**src/rtl/fetch_ctrl_if.sv**
```systemverilog
// Control bundle between fetch_ctrl and the PC loader / inst cache / IF_ID.
// The master side is the controller; the slave side is its environment.
interface fetch_ctrl_if #(
  parameter int unsigned CNT_W = 32
);
  logic             branchTaken;
  logic             hazardIn;
  logic             icacheValid;
  logic             lockerOut;
  logic             flushOut;
  logic             pcHold;
  logic             pcRedirect;
  logic             fetchCancel;
  logic [CNT_W-1:0] stallCnt;
  logic [CNT_W-1:0] flushCnt;

  modport master (
    input  branchTaken, hazardIn, icacheValid,
    output lockerOut, flushOut, pcHold, pcRedirect, fetchCancel, stallCnt, flushCnt
  );

  modport slave (
    output branchTaken, hazardIn, icacheValid,
    input  lockerOut, flushOut, pcHold, pcRedirect, fetchCancel, stallCnt, flushCnt
  );
endinterface

```
**src/rtl/fetch_ctrl.sv**
```systemverilog
// Fetch/decode boundary controller: arbitrates branch flush, load-use stall and
// inst-cache miss, drives IF_ID / PC loader controls and counts lost cycles.
module fetch_ctrl #(
  parameter int unsigned FLUSH_CYCLES = 2,
  parameter int unsigned CNT_W        = 32
) (
  input logic          clk,
  input logic          resetN,
  fetch_ctrl_if.master bus
);

  typedef enum logic [1:0] {StRun, StFlush, StMiss} state_e;

  localparam logic [3:0] FlushReload = 4'(FLUSH_CYCLES - 1);

  state_e           state_q, state_d;
  logic [3:0]       flush_left_q, flush_left_d;
  logic [CNT_W-1:0] stall_cnt_q, flush_cnt_q;
  logic             stall_inc, flush_inc;
  logic             locker, flush, hold, redirect, cancel;

  always_comb begin
    state_d      = state_q;
    flush_left_d = flush_left_q;
    locker       = 1'b0;
    flush        = 1'b0;
    hold         = 1'b0;
    redirect     = 1'b0;
    cancel       = 1'b0;
    stall_inc    = 1'b0;
    flush_inc    = 1'b0;
    unique case (state_q)
      StRun: begin
        if (bus.branchTaken) begin
          redirect  = 1'b1;
          flush     = 1'b1;
          flush_inc = 1'b1;
          if (FLUSH_CYCLES > 1) begin
            state_d      = StFlush;
            flush_left_d = FlushReload;
          end
        end else if (bus.hazardIn) begin
          hold      = 1'b1;
          stall_inc = 1'b1;
        end else if (!bus.icacheValid) begin
          hold      = 1'b1;
          flush     = 1'b1;
          stall_inc = 1'b1;
          state_d   = StMiss;
        end else begin
          locker = 1'b1;
        end
      end
      StFlush: begin
        // Hazard and miss are don't-care here: the fetched slots become bubbles.
        flush     = 1'b1;
        flush_inc = 1'b1;
        if (bus.branchTaken) begin
          redirect = 1'b1;
          if (FLUSH_CYCLES > 1) begin
            flush_left_d = FlushReload;
          end else begin
            state_d      = StRun;
            flush_left_d = 4'd0;
          end
        end else if (flush_left_q <= 4'd1) begin
          state_d      = StRun;
          flush_left_d = 4'd0;
        end else begin
          flush_left_d = flush_left_q - 4'd1;
        end
      end
      StMiss: begin
        if (bus.branchTaken) begin
          cancel    = 1'b1;
          redirect  = 1'b1;
          flush     = 1'b1;
          flush_inc = 1'b1;
          if (FLUSH_CYCLES > 1) begin
            state_d      = StFlush;
            flush_left_d = FlushReload;
          end else begin
            state_d = StRun;
          end
        end else if (bus.icacheValid && !bus.hazardIn) begin
          locker  = 1'b1;
          state_d = StRun;
        end else if (bus.icacheValid) begin
          // Hit arrives under a hazard: hold PC so the line is re-read next cycle.
          hold      = 1'b1;
          stall_inc = 1'b1;
          state_d   = StRun;
        end else begin
          hold      = 1'b1;
          flush     = 1'b1;
          stall_inc = 1'b1;
        end
      end
      default: begin
        state_d      = StRun;
        flush_left_d = 4'd0;
      end
    endcase
  end

  always_ff @(posedge clk or negedge resetN) begin
    if (!resetN) begin
      state_q      <= StRun;
      flush_left_q <= 4'd0;
      stall_cnt_q  <= '0;
      flush_cnt_q  <= '0;
    end else begin
      state_q      <= state_d;
      flush_left_q <= flush_left_d;
      if (stall_inc) stall_cnt_q <= stall_cnt_q + CNT_W'(1);
      if (flush_inc) flush_cnt_q <= flush_cnt_q + CNT_W'(1);
    end
  end

  // Reset overrides the decode so the pipeline sits on a held PC and a bubble.
  assign bus.lockerOut   = resetN & locker;
  assign bus.flushOut    = ~resetN | flush;
  assign bus.pcHold      = ~resetN | hold;
  assign bus.pcRedirect  = resetN & redirect;
  assign bus.fetchCancel = resetN & cancel;
  assign bus.stallCnt    = stall_cnt_q;
  assign bus.flushCnt    = flush_cnt_q;

endmodule

```
**src/flat_wrapper.sv**
```systemverilog
// flat-port wrapper written by rule: the top's interface ports become plain ports
module fetch_ctrl_flat 
#(
  parameter int unsigned FLUSH_CYCLES = 2,
  parameter int unsigned CNT_W        = 32
)
  (clk, resetN, bus_branchTaken, bus_hazardIn, bus_icacheValid, bus_lockerOut, bus_flushOut, bus_pcHold, bus_pcRedirect, bus_fetchCancel, bus_stallCnt, bus_flushCnt);
  fetch_ctrl_if #(.CNT_W(CNT_W)) bus_i ();
  input logic clk;
  input logic resetN;
  input wire logic [$bits(bus_i.branchTaken)-1:0] bus_branchTaken;
  input wire logic [$bits(bus_i.hazardIn)-1:0] bus_hazardIn;
  input wire logic [$bits(bus_i.icacheValid)-1:0] bus_icacheValid;
  output wire logic [$bits(bus_i.lockerOut)-1:0] bus_lockerOut;
  output wire logic [$bits(bus_i.flushOut)-1:0] bus_flushOut;
  output wire logic [$bits(bus_i.pcHold)-1:0] bus_pcHold;
  output wire logic [$bits(bus_i.pcRedirect)-1:0] bus_pcRedirect;
  output wire logic [$bits(bus_i.fetchCancel)-1:0] bus_fetchCancel;
  output wire logic [$bits(bus_i.stallCnt)-1:0] bus_stallCnt;
  output wire logic [$bits(bus_i.flushCnt)-1:0] bus_flushCnt;
  assign bus_i.branchTaken = bus_branchTaken;
  assign bus_i.hazardIn = bus_hazardIn;
  assign bus_i.icacheValid = bus_icacheValid;
  assign bus_lockerOut = bus_i.lockerOut;
  assign bus_flushOut = bus_i.flushOut;
  assign bus_pcHold = bus_i.pcHold;
  assign bus_pcRedirect = bus_i.pcRedirect;
  assign bus_fetchCancel = bus_i.fetchCancel;
  assign bus_stallCnt = bus_i.stallCnt;
  assign bus_flushCnt = bus_i.flushCnt;
  fetch_ctrl #(.FLUSH_CYCLES(FLUSH_CYCLES), .CNT_W(CNT_W)) u_core (.clk(clk), .resetN(resetN), .bus(bus_i));
endmodule
```
**config.mk**
```make
export PLATFORM = sky130hd
export DESIGN_NAME = fetch_ctrl_flat
export DESIGN_NICKNAME = d
export VERILOG_FILES = /design/src/rtl/fetch_ctrl_if.sv /design/src/rtl/fetch_ctrl.sv /design/src/flat_wrapper.sv
export SDC_FILE = /design/constraint.sdc
export NUM_CORES = 1
export LEC_CHECK = 0
export ABC_AREA = 1
export CAP_MARGIN = 20
export CORE_ASPECT_RATIO = 2
export CORE_UTILIZATION = 53
export DETAILED_ROUTE_END_ITERATION = 6
export PLACE_DENSITY = 0.91
export SYNTH_ARGS = -nofsm -noshare
export SYNTH_HDL_FRONTEND = slang
export SYNTH_SLANG_ARGS = --single-unit
```
**constraint.sdc**
```tcl
create_clock -name clk -period 1.9 [get_ports clk]
set_clock_uncertainty 0.1 [all_clocks]
set_input_delay 0.285 -clock clk [delete_from_list [all_inputs] [get_ports clk]]
set_output_delay 0.285 -clock clk [all_outputs]
set_load 0.01 [all_outputs]
```
==> metrics.md <==
| Metric | Value |
|---|---|
| Number of antenna diodes | 0 |
| Number of setup buffers added after CTS | 0 |
| Die height | 124 um |
| Reg-to-reg slack, setup | 0.17 ns |
| Routed vias | 3817 |
| Main combinational cell family by area after synthesis | simple AND/OR/NAND/NOR gates |
| Final design utilization | 72.5% |
| Worst vdd ir | 670 uV |
| Slew HR | 66.5% |
| Ports | 74 |
| I/O Buffers | 73 |
| Worst path slowest cell | clkdlybuf4s50_1 |
| Yosys reg bits | 70 |
| First-pass GRT wire length | 18200 um |
| PwrDens | 915 nW/um^2 |
| Layout Nets | 612 |
| Mux cell area share after synthesis | 0% |
| Initial DRC count | 303 |
| Largest net degree at the start of global routing | 38 |
| Vias per Instance | 5.45 |
| Mapped Cells | 495 |
| Hold Crit Class | in -> async |
| DRT Pass-1 Iters | 4 |
| Max-cap violations | 0 |
| Die W | 62.9 um |
| Worst setup SP type | flip-flop |
| Simple-Gate Fraction of Synth Area | 37.6% |
| Critical path arrival | 1.44 ns |
| Final WL | 11300 um |
| Clk buf depth | 2 |
| Share of the synthesized area in the top cell type | 44.6% |
| CTS Sinks | 70 |
| Crit path max fanout | 6 |
| Adder-cell share of the synthesized area | 1.27% |
| Synth Area in XOR/XNOR | 8.69% |
| Synth top area cells | dfrtp_1, nand2_1, inv_1 |
| Initial antenna violation count | 0 |
| Register-to-Register Path Depth | 7 |
| GP Congestion | 0.900 |
| Distinct cells, synth | 31 |
| Slew Limit Fails | 0 |
| Area Overhead vs Synth | 33.0% |
| Final Hold Viols | 0 |
| Register area share after synthesis | 44.6% |
| Reg clk slew, reported paths | 0.06 ns |
| Delay-heaviest family, CP | buffers and inverters |
| Skew-Pair Late Insertion Delay | 0.33 ns |
| Crit path buffers/inverters | 1 |
| Hold Worst Slack | 0.0226 ns |
| Area occupied by multi-input gates | 1960 um^2 |
| Initial Util | 54.5% |
| Critical Path, Cell by Cell | clkdlybuf4s50_1 |
| Leading cell type in the layout, fill and taps excluded | nand2_1 |
| Vias in the first global route | 3980 |
| Clk root buf | clkbuf_16 |
| Die area | 7780 um^2 |
| Most frequent cells in the layout | nand2_1, dfrtp_1, clkdlybuf4s50_1 |
| FF-to-FF End | u_core.bus.flushCnt[29]$_DFFE_PN0P_ |
| Layout cells sized above 1 | 13.8% |
| Min Tclk post-route | 1.83 ns |
| Synth Area in Compound Gates | 1.94% |
| CP Capture Type | primary output |
| Endpoints failing setup | 0 |
| Avg Synthesized Cell Area | 7.94 um^2 |
| Total grt overflow | 0 |
| Row count | 44 |
| Dpl hpwl | 8320 um |
| Leakage | 2.41 nW |
| Reg2reg start | u_core.bus.flushCnt[0]$_DFFE_PN0P_ |
| Worst Max-Slew Pin Slew | 0.502 ns |
| Post-Syn Area | 3930 um^2 |
| Drt drc | 0 |
| Syn nets | 504 |
| Fin crit share | 96.1% |
| Yosys warns | 0 |
| CTS H-tree lvls | 3 |
| Setup CP Type | reg -> out |
| Achievable clock frequency | 0.547 GHz |
| Drt wl/cell | 16.2 um |
| RSZ-0062 raised after global routing | no |
| Placeable Area | 7210 um^2 |
| Overall routing resource usage | 31.2% |
| FF/Latch Area | 1750 um^2 |
| WP data required | 1.51 ns |
| Antenna Nets Post-Route | 0 |
| Post-synth top area cell | dfrtp_1 |
| Inserted Clock Buffers | 9 |
| Outcome | complete, no violations |
| Worst path max stage delay | 0.60 ns |
| Fillers | 536 |
| CTS tree | done |
-- metal layers --
| layer | GRT usage (%) | part of all wire [%] | vias up |
|---|---|---|---|
| li1 | - | - | 1783 |
| met1 | 28.0 | 33 | 1811 |
| met2 | 60.1 | 57 | 175 |
| met3 | 6.14 | 4.9 | 48 |
| met4 | 22.5 | 5.4 | 0 |
| met5 | 0 | 0 | - |
-- cell usage after synthesis --
cell type and instances:
nand2_2 10, o21ai_1 4, nand3b_1 6, o22ai_1 2
xnor2_1 21, nor3_1 11, nor2_4 7, buf_6 1
nand2_1 151, o21ai_0 4, nor3_2 1, nand3_1 34
a31o_2 1, o21bai_1 1, nor2_1 51, nand3b_2 1
nand3_2 1, inv_1 56, o211ai_1 1, buf_2 1
inv_2 2, nand2_4 2, nor4_1 1, nand4_1 19
nand3b_4 1, ha_1 4, nor2_2 10, nor2_8 1
xor2_1 18, dfrtp_1 70, nand4_2 2
-- metrics by stage --
step	instance area [um^2]	power, mW	std cells	setup TNS, ns	setup WS, ns
after CTS	5210	4.79	700	0	0.00485
after floorplan	3930	2.63	495	0	0.277
after global routing	5230	5.02	700	0	0.0271
after detailed placement	4940	3.25	683	-5.80	-0.262
final	5230	4.78	700	0	0.0732
after global placement	4940	3.18	683	-4.24	-0.234
-- flip-flops by register name (all words and copies together) (netlist names) --
name and cells:
u_core.bus.stallCnt 32, u_core.bus.flushCnt 32, u_core.flush_left_q 4, u_core.state_q 2
-- where the power goes --
part	internal (mW)	switching, mW	leakage (nW)	total [mW]
Combinational	0.603	0.737	1.37	1.34
Sequential	1.68	0.236	0.919	1.92
Clock	0.883	0.647	0.122	1.53
Total	3.17	1.62	2.41	4.78
-- cells by family (layout without fill, tap and decap cells) --
kind of cell,count (synthesis),count (layout)
XOR/XNOR,39,39
buffers and inverters,60,173
AO/OA/AOI/OAI,13,13
AND/OR/NAND/NOR,309,309
adder cells (fa/ha/maj),4,4
flip-flops,70,70
-- what timing repair did --
| item | in CTS | in global routing |
|---|---|---|
| hold endpoints to repair | 33 | 0 |
| endpoints found under the setup margin | 5 | 11 |
| hold buffers | 1 | 0 |
| pin swaps | 0 | 0 |
| gates resized for setup | 6 | 7 |
-- cell type report --
cell class	instances	area share, %
multi-input combinational	365	37.5
timing repair buffer	99	17.4
tap	92	2.20
sequential	70	33.5
inverter	58	4.16
clock buffer	11	4.45
clock inverter	5	0.694
-- worst max-delay path by stage --
stage	start	to	slack (ns)	cells after the start
after detailed placement	bus_branchTaken	bus_flushOut	-0.26	6
after global placement	bus_branchTaken	bus_lockerOut	-0.23	5
after global routing	u_core.state_q[0]$_DFFE_PN0P_	u_core.bus.flushCnt[31]$_DFFE_PN0P_	0.03	10
after floorplan	u_core.bus.flushCnt[0]$_DFFE_PN0P_	u_core.bus.flushCnt[22]$_DFFE_PN0P_	0.28	8
final	u_core.bus.stallCnt[11]$_DFFE_PN0P_	bus_stallCnt[11]	0.07	1
after CTS	u_core.bus.flushCnt[0]$_DFFE_PN0P_	u_core.bus.flushCnt[22]$_DFFE_PN0P_	0.005	8
Note: power is estimated with default switching activity, not from simulation.
